$ cat src/rtl/mbox_req_seq_if.sv
// rtl/mbox_req_seq_if.sv - channel, MBOX and error signal bundle for mbox_req_seq
interface mbox_req_seq_if #(
  parameter int NCHAN  = 2,
  parameter int ADDR_W = 23,
  parameter int DATA_W = 36,
  parameter int NERR   = 5
);
  logic [NCHAN-1:0]        reqValid;
  logic [NCHAN-1:0]        reqWrite;
  logic [NCHAN*ADDR_W-1:0] reqAdr;
  logic [NCHAN*DATA_W-1:0] reqData;
  logic [NCHAN-1:0]        reqAccept;
  logic [NCHAN-1:0]        respValid;
  logic [DATA_W-1:0]       respData;
  logic                    respErr;

  logic                    mboxReq;
  logic [ADDR_W-1:0]       mboxAdr;
  logic                    mboxWrite;
  logic [DATA_W-1:0]       mboxData;
  logic                    cshT0;
  logic                    cshRetry;
  logic                    mboxRespIn;
  logic [DATA_W-1:0]       mboxRespData;

  logic [NERR-1:0]         errIn;
  logic                    errClear;
  logic [NERR+1:0]         errLatched;
  logic                    anyError;

  // master: the sequencer; slave: requesters, MBOX and error sources
  modport master (
    input  reqValid, reqWrite, reqAdr, reqData, cshT0, cshRetry, mboxRespIn,
           mboxRespData, errIn, errClear,
    output reqAccept, respValid, respData, respErr, mboxReq, mboxAdr, mboxWrite,
           mboxData, errLatched, anyError
  );

  modport slave (
    output reqValid, reqWrite, reqAdr, reqData, cshT0, cshRetry, mboxRespIn,
           mboxRespData, errIn, errClear,
    input  reqAccept, respValid, respData, respErr, mboxReq, mboxAdr, mboxWrite,
           mboxData, errLatched, anyError
  );
endinterface

$ cat src/rtl/mbox_req_seq.sv
// rtl/mbox_req_seq.sv - round-robin EBOX/PF/channel to MBOX request sequencer with retry/timeout
module mbox_req_seq #(
  parameter int NCHAN     = 2,
  parameter int ADDR_W    = 23,
  parameter int DATA_W    = 36,
  parameter int NERR      = 5,
  parameter int MAX_RETRY = 4,
  parameter int TIMEOUT   = 15
) (
  input logic              clk,
  input logic              reset,
  mbox_req_seq_if.master   bus
);
  localparam int CW = (NCHAN > 1) ? $clog2(NCHAN) : 1;
  localparam int RW = $clog2(MAX_RETRY + 1);
  localparam int TW = $clog2(TIMEOUT + 1);

  typedef enum logic [1:0] {IDLE, REQ, WAIT, DONE} state_t;

  state_t            state, state_n;
  logic [CW-1:0]     last_grant, last_grant_n, grant, grant_n, pick;
  logic              pick_ok;
  logic [RW-1:0]     retry_cnt, retry_cnt_n;
  logic [TW-1:0]     to_cnt, to_cnt_n;
  logic              retry_last, abort_retry, abort_to, finish;
  logic [NCHAN-1:0]  req_accept_n, resp_valid_n;
  logic [DATA_W-1:0] resp_data_n, mbox_data_n;
  logic [ADDR_W-1:0] mbox_adr_n;
  logic              mbox_write_n, resp_err_n;
  logic [NERR+1:0]   err_latched_n;

  // Scan from the farthest candidate back to the nearest so the nearest wins.
  always_comb begin
    pick    = last_grant;
    pick_ok = 1'b0;
    for (int k = NCHAN; k >= 1; k--) begin
      if (bus.reqValid[(int'(last_grant) + k) % NCHAN]) begin
        pick    = CW'((int'(last_grant) + k) % NCHAN);
        pick_ok = 1'b1;
      end
    end
  end

  assign retry_last = (retry_cnt == RW'(MAX_RETRY - 1));

  always_comb begin
    state_n      = state;
    grant_n      = grant;
    last_grant_n = last_grant;
    retry_cnt_n  = retry_cnt;
    to_cnt_n     = to_cnt;
    req_accept_n = '0;
    resp_valid_n = '0;
    resp_data_n  = '0;
    resp_err_n   = 1'b0;
    mbox_adr_n   = bus.mboxAdr;
    mbox_write_n = bus.mboxWrite;
    mbox_data_n  = bus.mboxData;
    abort_retry  = 1'b0;
    abort_to     = 1'b0;
    finish       = 1'b0;
    case (state)
      IDLE: begin
        if (pick_ok) begin
          grant_n      = pick;
          mbox_adr_n   = bus.reqAdr[int'(pick)*ADDR_W +: ADDR_W];
          mbox_write_n = bus.reqWrite[pick];
          mbox_data_n  = bus.reqData[int'(pick)*DATA_W +: DATA_W];
          req_accept_n = NCHAN'(1) << pick;
          state_n      = REQ;
        end
      end
      REQ: begin
        if (bus.cshRetry) begin
          if (retry_last) abort_retry = 1'b1;
          else retry_cnt_n = retry_cnt + 1'b1;
        end else if (bus.cshT0) begin
          state_n = WAIT;
        end
      end
      WAIT: begin
        if (bus.mboxRespIn) begin
          finish      = 1'b1;
          resp_data_n = bus.mboxWrite ? '0 : bus.mboxRespData;
        end else if (bus.cshRetry) begin
          if (retry_last) begin
            abort_retry = 1'b1;
          end else begin
            retry_cnt_n = retry_cnt + 1'b1;
            state_n     = REQ;
          end
        end else if (to_cnt == TW'(TIMEOUT - 1)) begin
          abort_to = 1'b1;
        end else begin
          to_cnt_n = to_cnt + 1'b1;
        end
      end
      DONE: begin
        last_grant_n = grant;
        retry_cnt_n  = '0;
        to_cnt_n     = '0;
        state_n      = IDLE;
      end
      default: state_n = IDLE;
    endcase
    // Completion outputs are registered on the edge that enters DONE.
    if (finish || abort_retry || abort_to) begin
      state_n      = DONE;
      resp_valid_n = NCHAN'(1) << grant;
      resp_err_n   = abort_retry | abort_to;
    end
    err_latched_n = (bus.errClear ? '0 : bus.errLatched) | {abort_retry, abort_to, bus.errIn};
  end

  always_ff @(posedge clk) begin
    if (reset) begin
      state          <= IDLE;
      last_grant     <= CW'(NCHAN - 1);
      grant          <= '0;
      retry_cnt      <= '0;
      to_cnt         <= '0;
      bus.reqAccept  <= '0;
      bus.respValid  <= '0;
      bus.respData   <= '0;
      bus.respErr    <= 1'b0;
      bus.mboxReq    <= 1'b0;
      bus.mboxAdr    <= '0;
      bus.mboxWrite  <= 1'b0;
      bus.mboxData   <= '0;
      bus.errLatched <= '0;
      bus.anyError   <= 1'b0;
    end else begin
      state          <= state_n;
      last_grant     <= last_grant_n;
      grant          <= grant_n;
      retry_cnt      <= retry_cnt_n;
      to_cnt         <= to_cnt_n;
      bus.reqAccept  <= req_accept_n;
      bus.respValid  <= resp_valid_n;
      bus.respData   <= resp_data_n;
      bus.respErr    <= resp_err_n;
      bus.mboxReq    <= (state_n == REQ);
      bus.mboxAdr    <= mbox_adr_n;
      bus.mboxWrite  <= mbox_write_n;
      bus.mboxData   <= mbox_data_n;
      bus.errLatched <= err_latched_n;
      bus.anyError   <= |bus.errLatched;
    end
  end
endmodule

$ cat src/flat_wrapper.sv
// flat-port wrapper written by rule: the top's interface ports become plain ports
module mbox_req_seq_flat 
#(
  parameter int NCHAN     = 2,
  parameter int ADDR_W    = 23,
  parameter int DATA_W    = 36,
  parameter int NERR      = 5,
  parameter int MAX_RETRY = 4,
  parameter int TIMEOUT   = 15
)
  (clk, reset, bus_reqValid, bus_reqWrite, bus_reqAdr, bus_reqData, bus_cshT0, bus_cshRetry, bus_mboxRespIn, bus_mboxRespData, bus_errIn, bus_errClear, bus_reqAccept, bus_respValid, bus_respData, bus_respErr, bus_mboxReq, bus_mboxAdr, bus_mboxWrite, bus_mboxData, bus_errLatched, bus_anyError);
  mbox_req_seq_if #(.NCHAN(NCHAN), .ADDR_W(ADDR_W), .DATA_W(DATA_W), .NERR(NERR)) bus_i ();
  input logic clk;
  input logic reset;
  input wire logic [$bits(bus_i.reqValid)-1:0] bus_reqValid;
  input wire logic [$bits(bus_i.reqWrite)-1:0] bus_reqWrite;
  input wire logic [$bits(bus_i.reqAdr)-1:0] bus_reqAdr;
  input wire logic [$bits(bus_i.reqData)-1:0] bus_reqData;
  input wire logic [$bits(bus_i.cshT0)-1:0] bus_cshT0;
  input wire logic [$bits(bus_i.cshRetry)-1:0] bus_cshRetry;
  input wire logic [$bits(bus_i.mboxRespIn)-1:0] bus_mboxRespIn;
  input wire logic [$bits(bus_i.mboxRespData)-1:0] bus_mboxRespData;
  input wire logic [$bits(bus_i.errIn)-1:0] bus_errIn;
  input wire logic [$bits(bus_i.errClear)-1:0] bus_errClear;
  output wire logic [$bits(bus_i.reqAccept)-1:0] bus_reqAccept;
  output wire logic [$bits(bus_i.respValid)-1:0] bus_respValid;
  output wire logic [$bits(bus_i.respData)-1:0] bus_respData;
  output wire logic [$bits(bus_i.respErr)-1:0] bus_respErr;
  output wire logic [$bits(bus_i.mboxReq)-1:0] bus_mboxReq;
  output wire logic [$bits(bus_i.mboxAdr)-1:0] bus_mboxAdr;
  output wire logic [$bits(bus_i.mboxWrite)-1:0] bus_mboxWrite;
  output wire logic [$bits(bus_i.mboxData)-1:0] bus_mboxData;
  output wire logic [$bits(bus_i.errLatched)-1:0] bus_errLatched;
  output wire logic [$bits(bus_i.anyError)-1:0] bus_anyError;
  assign bus_i.reqValid = bus_reqValid;
  assign bus_i.reqWrite = bus_reqWrite;
  assign bus_i.reqAdr = bus_reqAdr;
  assign bus_i.reqData = bus_reqData;
  assign bus_i.cshT0 = bus_cshT0;
  assign bus_i.cshRetry = bus_cshRetry;
  assign bus_i.mboxRespIn = bus_mboxRespIn;
  assign bus_i.mboxRespData = bus_mboxRespData;
  assign bus_i.errIn = bus_errIn;
  assign bus_i.errClear = bus_errClear;
  assign bus_reqAccept = bus_i.reqAccept;
  assign bus_respValid = bus_i.respValid;
  assign bus_respData = bus_i.respData;
  assign bus_respErr = bus_i.respErr;
  assign bus_mboxReq = bus_i.mboxReq;
  assign bus_mboxAdr = bus_i.mboxAdr;
  assign bus_mboxWrite = bus_i.mboxWrite;
  assign bus_mboxData = bus_i.mboxData;
  assign bus_errLatched = bus_i.errLatched;
  assign bus_anyError = bus_i.anyError;
  mbox_req_seq #(.NCHAN(NCHAN), .ADDR_W(ADDR_W), .DATA_W(DATA_W), .NERR(NERR), .MAX_RETRY(MAX_RETRY), .TIMEOUT(TIMEOUT)) u_core (.clk(clk), .reset(reset), .bus(bus_i));
endmodule
$ cat config.mk
export PLATFORM = sky130hd
export DESIGN_NAME = mbox_req_seq_flat
export DESIGN_NICKNAME = d
export VERILOG_FILES = /design/src/rtl/mbox_req_seq_if.sv /design/src/rtl/mbox_req_seq.sv /design/src/flat_wrapper.sv
export SDC_FILE = /design/constraint.sdc
export NUM_CORES = 1
export LEC_CHECK = 0
export BUFFER_PORTS_ARGS = -buffer_cell sky130_fd_sc_hd__buf_2
export CAP_MARGIN = 20
export CORE_MARGIN = 3
export CORE_UTILIZATION = 44
export CTS_CLUSTER_DIAMETER = 60
export DETAILED_ROUTE_END_ITERATION = 8
export PLACE_DENSITY = 0.81
export SLEW_MARGIN = 20
export SYNTH_ARGS = -nofsm -noshare
export SYNTH_HDL_FRONTEND = slang
export SYNTH_SLANG_ARGS = --single-unit
$ cat constraint.sdc
create_clock -name clk -period 1.8 [get_ports clk]
set_input_delay 0.09 -clock clk [delete_from_list [all_inputs] [get_ports clk]]
set_output_delay 0.09 -clock clk [all_outputs]
set_load 0.02 [all_outputs]
# Word-level counts from Yosys, hierarchy flattened
# Cells that the tools add are included.
# op_classes
mul,2
n_lt_le_gt_ge,3
n_addsub,4
n_reduce_logical,12
muxes,39
n_shift,4
n_eq_ne,9
div_mod_pow,0
bitwise,9
# op_table
operator,n
variable part select 72 x 32 -> 36 bit,1
variable part select 46 x 32 -> 23 bit,1
two-way mux 1 bit,21
two-way mux 2 bit,7
two-way mux 4 bit,3
two-way mux 3 bit,3
one-hot mux 3 bit (3 select lines),1
one-hot mux 2 bit (4 select lines),1
one-hot mux 4 bit (2 select lines),1
two-way mux 7 bit,1
OR 7 bit,1
OR reduction 7 bit,1
< comparator 2 x 3 -> 1 bit (second input constant),2
multiplier 1 x 5 -> 6 bit (second input constant),1
!= test 2 bit (second input constant),3
multiplier 1 x 4 -> 5 bit (second input constant),1
inverter 1 bit,5
adder 4 x 1 -> 4 bit (second input constant),1
equality test 2 x 1 -> 1 bit (second input constant),2
equality test 2 bit (second input constant),2
equality test 4 bit (second input constant),1
AND reduction 2 bit,2
AND reduction 4 bit,1
OR reduction 4 bit,1
14 further kinds,18
# word_totals
latch_bits,0
word_cells,97
input_bits,169
ramBits,0
mem_count,0
ff_bits,121
romBits,0

# Depth between registers and ports, before layout
# Gate-level depths: netlist of run 1.
# depth
depth_word,11
depth_mapped,7
mapped_depth_nobuf,6

# Worst setup path before layout of run 1
# No wires, ideal clock.
# synth_path
kind,register to register
from,reg u_core.state[0]
to,reg u_core.to_cnt[1]
period_less_slack_ns,1.688
slack_ns,0.112
stages_incl_launch_ff,7
required_time_ns,1.733
setup_time_ns,0.067
t_arrival_ns,1.621
n_path_buf,0
cell_sequence,dfxtp_1 inv_1 ha_1 nor3b_2 a21oi_1 a311o_1 a21oi_2
# synth_between
elab_chain_len,3
word_cells_on_any_way,8
# synth_lines
item,line_no,source
"start, declared",mbox_req_seq.sv:20,"state_t state, state_n;"
"start signal, assigned",mbox_req_seq.sv:133,state <= state_n;
equality test 2 bit,mbox_req_seq.sv:62,case (state)
!= test 2 bit (no source line) or nonzero test 2 bit (tied branches),-,
AND reduction 4 bit (no source line),-,
"end signal, assigned",mbox_req_seq.sv:137,to_cnt <= to_cnt_n;
"end, declared",mbox_req_seq.sv:24,"logic [TW-1:0] to_cnt, to_cnt_n;"
# Parallel ways exist; a longest one is shown, timed or not.
# A chain may end at the register's enable or synchronous reset.

# Worst setup path after layout of run 1
# layout_path
from,reg u_core.retry_cnt[0]
to,reg u_core.state[1]
# layout_between
elab_chain_len,8
word_cells_on_any_way,12
# layout_lines
item,line_no,source
"start, declared",mbox_req_seq.sv:23,"logic [RW-1:0] retry_cnt, retry_cnt_n;"
"start signal, assigned",mbox_req_seq.sv:136,retry_cnt <= retry_cnt_n;
equality test 3 x 2 -> 1 bit (*),mbox_req_seq.sv:44,assign retry_last = (retry_cnt == RW'(MAX_RETRY - 1));
two-way mux 1 bit,"mbox_req_seq.sv:75, mbox_req_seq.sv:86",
two-way mux 1 bit,mbox_req_seq.sv:85,end else if (bus.cshRetry) begin
two-way mux 1 bit,mbox_req_seq.sv:82,if (bus.mboxRespIn) begin
one-hot mux 1 bit (2 select lines),mbox_req_seq.sv:62,
logical OR 1 bit (2 in series),mbox_req_seq.sv:107,if (finish || abort_retry || abort_to) begin
two-way mux 2 bit (*),mbox_req_seq.sv:107,
# Every way passes the cells marked *; elsewhere a longest branch is shown, timed or not.

==> results.txt, run 1 <==
The flow ran to the end, but the final reports show violations. The final reports fail on negative setup slack. The number of buffers created by CTS is 17.

The largest buffer count on any clock path came out at 2. The path type of the worst min-delay path is in2reg. The clock-pin transition on the worst setup and hold timing paths is 0.06 ns. The global route total overflow came out at 0. The area after detailed placement is 6360 um^2. The placed instance count is 868.

The start-to-end type of the worst setup path is reg2reg. The critical path data arrival time is 2.22 ns. Subtracting the final worst setup slack from the clock period gives 1.838 ns.

The worst hold slack is 0.05162 ns. The net count reported at finish is 1,098. After detailed routing, the total wire length is 22,110 um.

In the global route stage, met1 resource usage came out at 34.72%. Cell internal power was estimated by the tool at 6.006 mW. Power spread over the standard cell area amounts to 966.3 nW/um^2. The setup slack at placement is -0.03881 ns. The initial antenna violation count is 3. 279 I/O pins were placed. The fraction of final layout cells with drive strength greater than 1 came out at 37.62%. After synthesis, the mean cell area works out to 10.05 um^2. The final critical path takes up 102.1% of the cycle. The count of flip-flops with a built-in enable after synthesis is 0.

The initial cell density of the core came out at 45.53%. During synthesis, Yosys emitted a total of 0 warnings. The critical path data required time came out at 2.18 ns. The total routing usage reported by global routing came out at 34.24%. The setup violation total in the final timing report came out at 1. The count of TritonRoute iterations in the first routing pass is 5. The buffer cell driving the clock tree root is sky130_fd_sc_hd__clkbuf_8. The highest net fanout along the worst path is 3. The multi-input combinational cells in the finished layout cover a total of 2232 um^2.

In the global route stage, met2 resource usage came out at 59.97%. By count the netlist is led by 121 x sky130_fd_sc_hd__dfxtp_1, 78 x sky130_fd_sc_hd__nor2_1, 64 x sky130_fd_sc_hd__mux2i_1, 62 x sky130_fd_sc_hd__a211oi_1, 36 x sky130_fd_sc_hd__and2_1. The HPWL after detailed placement is 10,930 um. The post-route cell area came out at 8752 um^2. In the post-synthesis netlist, the biggest area contributors are sky130_fd_sc_hd__dfxtp_1 51%, sky130_fd_sc_hd__mux2i_1 14%, sky130_fd_sc_hd__a211oi_1 9.8%. The post-synth design cell area came out at 4742 um^2. The number of flip-flops and latches in the synthesized netlist came out at 121. The kind of start point of the critical path is a register.

The most used flip-flop cell after synthesis is sky130_fd_sc_hd__dfxtp_1. The number of global-route vias before repair came to 6,264. The register area share after synthesis is 51.08%. The number of I/O port buffers is 278. Summed over all instances, the cell type with the most area after synthesis is sky130_fd_sc_hd__dfxtp_1. The portion of synthesized cell area occupied by the leading cell type is 51.08%. Summed over all nets, the switching power comes to 2.452 mW. The total clock sinks came out at 121. Setup repair after global routing could not meet its margin everywhere. The floorplan step defined a die boundary enclosing 12,060 um^2. The netlist uses 37 different library cells.

The number of core rows is 37. Among all cell types in the netlist, the one instantiated most often is sky130_fd_sc_hd__dfxtp_1. Cells fill 84.02% of the core in the end.

The die span in x is 109.8 um. The portion of total power attributed to sequential cells came out at 36.1%. The final RePlAce weighted congestion came out at 0.8606.

Summing all flip-flop and latch instances after layout gives 2429 um^2. The final setup skew is 0.01184 ns. After global routing, the most crowded layer is met2.

TritonCTS built the clock tree. The worst-skew pair later-pin latency is 0.51 ns. The async set-or-reset flop fraction in the synthesized netlist came out at 0%. The number of DRC markers in iteration 0 came out at 361. The maximum ir drop on the vdd rail is 0.6001 mV.

The die height came out at 109.8 um. Adding up every negative setup slack in the final design gives -0.03770 ns. The final route contains 5,872 vias.

The endpoint class of the critical path is a register. The remaining routing DRC violations came out at 0. For the pin with the worst max-slew slack, the measured transition is 0.5764 ns. The count of filler cells inserted in the layout is 516. In this run the static leakage power is 4.280 nW.

The placeable core area came out at 10,420 um^2. The ratio of routed vias to standard cells is 5.473. The routed wire length per instance is 20.60 um. The synthesized netlist cell count is 472. The net count after synthesis came out at 650. The design draws 8.458 mW. The reported max-cap violation count is 0. The area added between synthesis and finish is 84.56%.

The clock network fraction of design power came out at 42.3%. The number of pins exceeding their max-slew limit in the final report came out at 0. The total number of H-tree levels came out at 4. The maximum number of pins on one net before global-route repair came out at 71. The number of hold violations in the final report was 0. The wire length of the first global-routing pass came out at 31,510 um.

The count of nets left with antenna violations once routing finished came out at 0. The proportion of power drawn by combinational gates is 21.6%. Headroom to the max-slew limit came out at 61.45%. The switching part of the total power came out at 28.99%. The achievable frequency came out at 544.2 MHz. Once layout is complete, the cells apart from fillers number 1,073. In the post-route analysis, the smallest setup slack over all paths is -0.03770 ns. Global routing consumed, on the met3 layer, 8.808% of the routing resources.
routing by layer:
metal / routed length, um / vias to the layer above
met3: 1589 / 160
met2: 11510 / 435
li1: - / 2568
met5: 0 / -
met4: 1721 / 0
met1: 7284 / 2709
registers in the layout, summed over array words and instances, names as in the netlist, 2 cells and up:
name                   count
u_core.bus.mboxData       36
u_core.bus.respData       36
u_core.bus.mboxAdr        23
u_core.bus.errLatched      7
u_core.to_cnt              4
u_core.retry_cnt           3
u_core.bus.reqAccept       2
u_core.bus.respValid       2
u_core.state               2
cell usage in the layout (no fill, tap or decap), drive strengths merged, types with 2 or more instances in the layout:
master,n
nor3,3
mux2i,64
clkinvlp,2
ha,9
diode,4
nor3b,4
clkbuf,19
nand2,7
dfxtp,121
inv,9
o21ai,3
nor2b,4
a211o,2
dlygate4sd3,164
nand4,2
a21oi,17
a211oi,64
a31oi,3
bufinv,4
buf,300
clkinv,5
and2,36
nor2,78
worst max-delay path: stages, from the launching register on:
cell,delay [ns]
sky130_fd_sc_hd__dfxtp_4,0.35
sky130_fd_sc_hd__ha_4,0.16
sky130_fd_sc_hd__ha_4,0.15
sky130_fd_sc_hd__or3b_4,0.41
sky130_fd_sc_hd__a211oi_4,0.29
sky130_fd_sc_hd__buf_4,0.15
sky130_fd_sc_hd__a211o_1,0.13
sky130_fd_sc_hd__a21oi_2,0.07
timing repair:
action / 4_1_cts / 5_1_grt
setup buffers: 1 / 4
pin swaps: 2 / 7
hold buffers: 162 / 2
gates cloned: 0 / 0
setup endpoints to repair: 3 / 12
resized for setup: 6 / 12
hold endpoints to repair: 102 / 1
final timing paths:
path | slack, ns | endpoint | cells after the start | start
min reg2reg | 0.48 | u_core.retry_cnt[1]$_SDFFE_PP0P_ | 2 | u_core.retry_cnt[1]$_SDFFE_PP0P_
max reg2reg | -0.04 | u_core.state[1]$_SDFF_PP0_ | 7 | u_core.retry_cnt[0]$_SDFFE_PP0P_
max | -0.04 | u_core.state[1]$_SDFF_PP0_ | 7 | u_core.retry_cnt[0]$_SDFFE_PP0P_
min | 0.05 | u_core.bus.mboxData[34]$_SDFFE_PP0P_ | 3 | bus_reqData[34]
power by group through the flow:
stage	clock, mW	combinational [mW]	sequential, mW
6_report	3.58	1.82	3.05
5_1_grt	3.73	1.92	3.07
4_1_cts	3.58	1.68	3.01
3_5_place_dp	0	1.38	3.07
3_3_place_gp	0	1.34	3.05
2_1_floorplan	0	0.561	3.31
final cells by class:
cell class                 count  share of cell area [%]
tap                          136                   1.944
clock inverter                13                   2.202
sequential                   121                   27.75
timing repair buffer         464                   37.26
multi-input combinational    309                   25.50
antenna                        4                  0.1144
clock buffer                  19                   4.932
inverter                       7                  0.3002
kinds of logic (layout without fill, tap and decap cells):
| kind of cell | count (synthesis) | count (layout) | synth area share (%) |
|---|---|---|---|
| XOR/XNOR | 1 | 1 | 0.1847 |
| multiplexers | 64 | 64 | 13.51 |
| other | 0 | 4 | 0 |
| AND/OR/NAND/NOR | 141 | 141 | 14.78 |
| adder cells (fa/ha/maj) | 9 | 9 | 2.375 |
| buffers and inverters | 42 | 503 | 3.800 |
| flip-flops | 121 | 121 | 51.08 |
| AO/OA/AOI/OAI | 94 | 94 | 14.27 |
Note: power is estimated with default switching activity, not from simulation.
==> inputs of run 2 (changes only) <==
==> constraint.sdc (replaced) <==
create_clock -name clk -period 1.8 [get_ports clk]
set_input_delay 0.36 -clock clk [delete_from_list [all_inputs] [get_ports clk]]
set_output_delay 0.36 -clock clk [all_outputs]
set_load 0.02 [all_outputs]
==> run 2 against run 1 <==
Compared with the run above: the flow now finishes without violations; flip-flop and latch count did not move; critical path depth fell by 1; utilization fell by 16 points; total power fell by 6.3%; clock-buffer cell count fell by 1; non-clock buffer count fell by 168.
==> results.txt, run 2 (same netlist as run 1, synthesis figures left out) <==
The number of hold violations in the final report is 0 (unchanged). The power density over the cells is 1124 nW/um^2 (+16%). The placeable core area came out at 10,420 um^2 (unchanged). STA classifies the critical path endpoint as a register. The highest net fanout along the worst path came out at 3 (unchanged). The detailed placement HPWL is 10,470 um (-4.2%). The library cell used most frequently in the layout, excluding fill and tap cells, is sky130_fd_sc_hd__buf_2. The number of global-route vias before repair came out at 4,277 (-32%). The headroom to the max-slew limit came to 63.47% (+2.0 points).

The final RePlAce weighted congestion came out at 0.9715 (+13%). The post-route non-filler standard cell count is 900 (-16%). The routed wire length per instance came out at 15.26 um (-26%).

The aggregate routed wire length is 13,740 um (-38%). The die footprint is 12,060 um^2 (unchanged). The total power is 7.922 mW (-6.3%). The reported max-cap violation count was 0 (unchanged). The critical path data arrival time is 2.18 ns (-0.04 ns). The count of TritonRoute iterations in the first routing pass is 5 (unchanged). The largest buffer count on any clock path is 2 (unchanged). The clock-pin transition on the worst setup and hold timing paths is 0.06 ns (about the same). The slew at the pin closest to its max-slew limit is 0.5480 ns (-0.02843 ns). The setup violation total in the final timing report came out at 0 (-1). The static power due to leakage came out at 3.577 nW (-16%). The number of buffers created by CTS is 17 (unchanged). The total number of H-tree levels is 4 (unchanged). The ratio of routed vias to standard cells came out at 4.910 (-10%). The number of pins exceeding their max-slew limit in the final report was 0 (unchanged). The initial cell density of the core came out at 45.53% (unchanged). The number of DRC markers in iteration 0 came out at 167 (-54%).

The die span in x came out at 109.8 um (unchanged). The worst setup path is of the reg2reg kind. The tree is rooted in a sky130_fd_sc_hd__clkbuf_8.

The number of vias after detailed routing came out at 4,419 (-25%). The worst-skew pair later-pin latency came out at 0.50 ns (about the same). The antenna violation net count after detailed routing came out at 0 (unchanged). The remaining routing DRC violations came out at 0 (unchanged). The wire length of the first global-routing pass came out at 20,630 um (-35%).

The global route total overflow is 0 (unchanged). The maximum number of pins on one net before global-route repair was 71 (unchanged). The number of core rows came out at 37 (unchanged). The area added between synthesis and finish is 48.68%.

TritonCTS built the clock tree. The achievable frequency is 564.0 MHz (+3.6%). The largest registers in the layout are u_core.bus.mboxData (36), u_core.bus.respData (36), u_core.bus.mboxAdr (23). The I/O pin total is 279 (unchanged). The number of buffers inserted for hold repair after clock tree synthesis was 0 (-100%). The fraction of final layout cells with drive strength greater than 1 is 45.16% (+7.5 points). The critical path data required time came out at 2.21 ns (+0.03 ns).

Setup repair after global routing could not meet its margin everywhere. The net count reported at finish came out at 930 (-15%). The initial antenna violation count came out at 0 (-3). The fraction of the cycle the final worst path needs is 98.51% (-3.6 points). The final antenna diode count came out at 0 (-4). The shortest period the worst path allows came to 1.773 ns (-0.06453 ns).

The final setup skew is 0.01724 ns (+0.005402 ns). The flow ran to the end, and the final reports show no timing, DRC or antenna violations. The kind of start point of the critical path is a register. The placed instance count was 867 (-0.12%). The die height is 109.8 um (unchanged). The total clock sinks came out at 121 (unchanged). The library cells used most frequently in the layout, excluding fill and tap cells, are 278 x sky130_fd_sc_hd__buf_2, 118 x sky130_fd_sc_hd__dfxtp_1, 78 x sky130_fd_sc_hd__nor2_1. The number of I/O port buffers came out at 278 (unchanged). The total routing usage reported by global routing is 21.84% (-12 points). The maximum ir drop on the vdd rail is 0.5970 mV (-0.53%). The path class of the tightest hold or removal check is in2reg.
-- run 2: per-layer routing --
layer	vias up	track usage, %	wire length (um)
met4	0	6.411	225
met3	23	5.989	779
met5	-	0	0
met2	150	38.34	7449
met1	2023	25.91	5282
li1	2223	-	-
-- run 2: worst max-delay path, cell delays in order, from the launching register on --
cell and delay, ns:
sky130_fd_sc_hd__dfxtp_2 0.33, sky130_fd_sc_hd__ha_1 0.20, sky130_fd_sc_hd__ha_2 0.20, sky130_fd_sc_hd__or3b_4 0.41, sky130_fd_sc_hd__mux2i_1 0.17, sky130_fd_sc_hd__o32ai_2 0.12, sky130_fd_sc_hd__nor4b_4 0.27
-- run 2: what timing repair did --
| action | CTS | global route |
|---|---|---|
| setup buffers | 2 | 0 |
| pin swaps | 2 | 3 |
| setup endpoints to repair | 3 | 12 |
| resized for setup | 2 | 15 |
-- run 2: layout make-up --
type | instances | area, um^2
clock inverter | 13 | 192.7
inverter | 7 | 26.28
clock buffer | 18 | 427.9
tap | 136 | 170.2
sequential | 121 | 2426
timing repair buffer | 296 | 1580
multi-input combinational | 309 | 2227
fill | 806 | 3366
-- run 2: through the flow --
stage | setup slack (ns) | hold WS, ns | setup TNS, ns | cell area, um^2 | util, %
after CTS | 0.001817 | 0.03518 | 0 | 6979 | 67.00
after floorplan | 0.1118 | 0.4356 | 0 | 4742 | -
after global routing | -0.02797 | 0.04007 | -0.02797 | 7051 | 67.69
after detailed placement | -0.004329 | 0.4698 | -0.005762 | 6340 | 60.86
after global placement | 0.05380 | 0.4533 | 0 | 6340 | 60.86
final | 0.02683 | 0.05369 | 0 | 7051 | 67.69
-- run 2: final timing paths --
| kind | from | end | slack, ns | depth (start not counted) |
|---|---|---|---|---|
| setup / recovery | u_core.retry_cnt[0]$_SDFFE_PP0P_ | u_core.bus.mboxReq$_SDFF_PP0_ | 0.03 | 6 |
| hold / removal | bus_mboxRespData[18] | u_core.bus.respData[18]$_SDFF_PP0_ | 0.05 | 2 |
| setup reg to reg | u_core.retry_cnt[0]$_SDFFE_PP0P_ | u_core.bus.mboxReq$_SDFF_PP0_ | 0.03 | 6 |
| hold reg to reg | u_core.grant$_SDFFE_PP0P_ | u_core.bus.respValid[0]$_SDFF_PP0_ | 0.47 | 1 |
-- run 2: power breakdown --
group          internal, mW  switching, mW  leakage (nW)
clock                  2.29           1.23         0.298
sequential             2.90          0.111         0.995
combinational         0.566          0.829          2.28
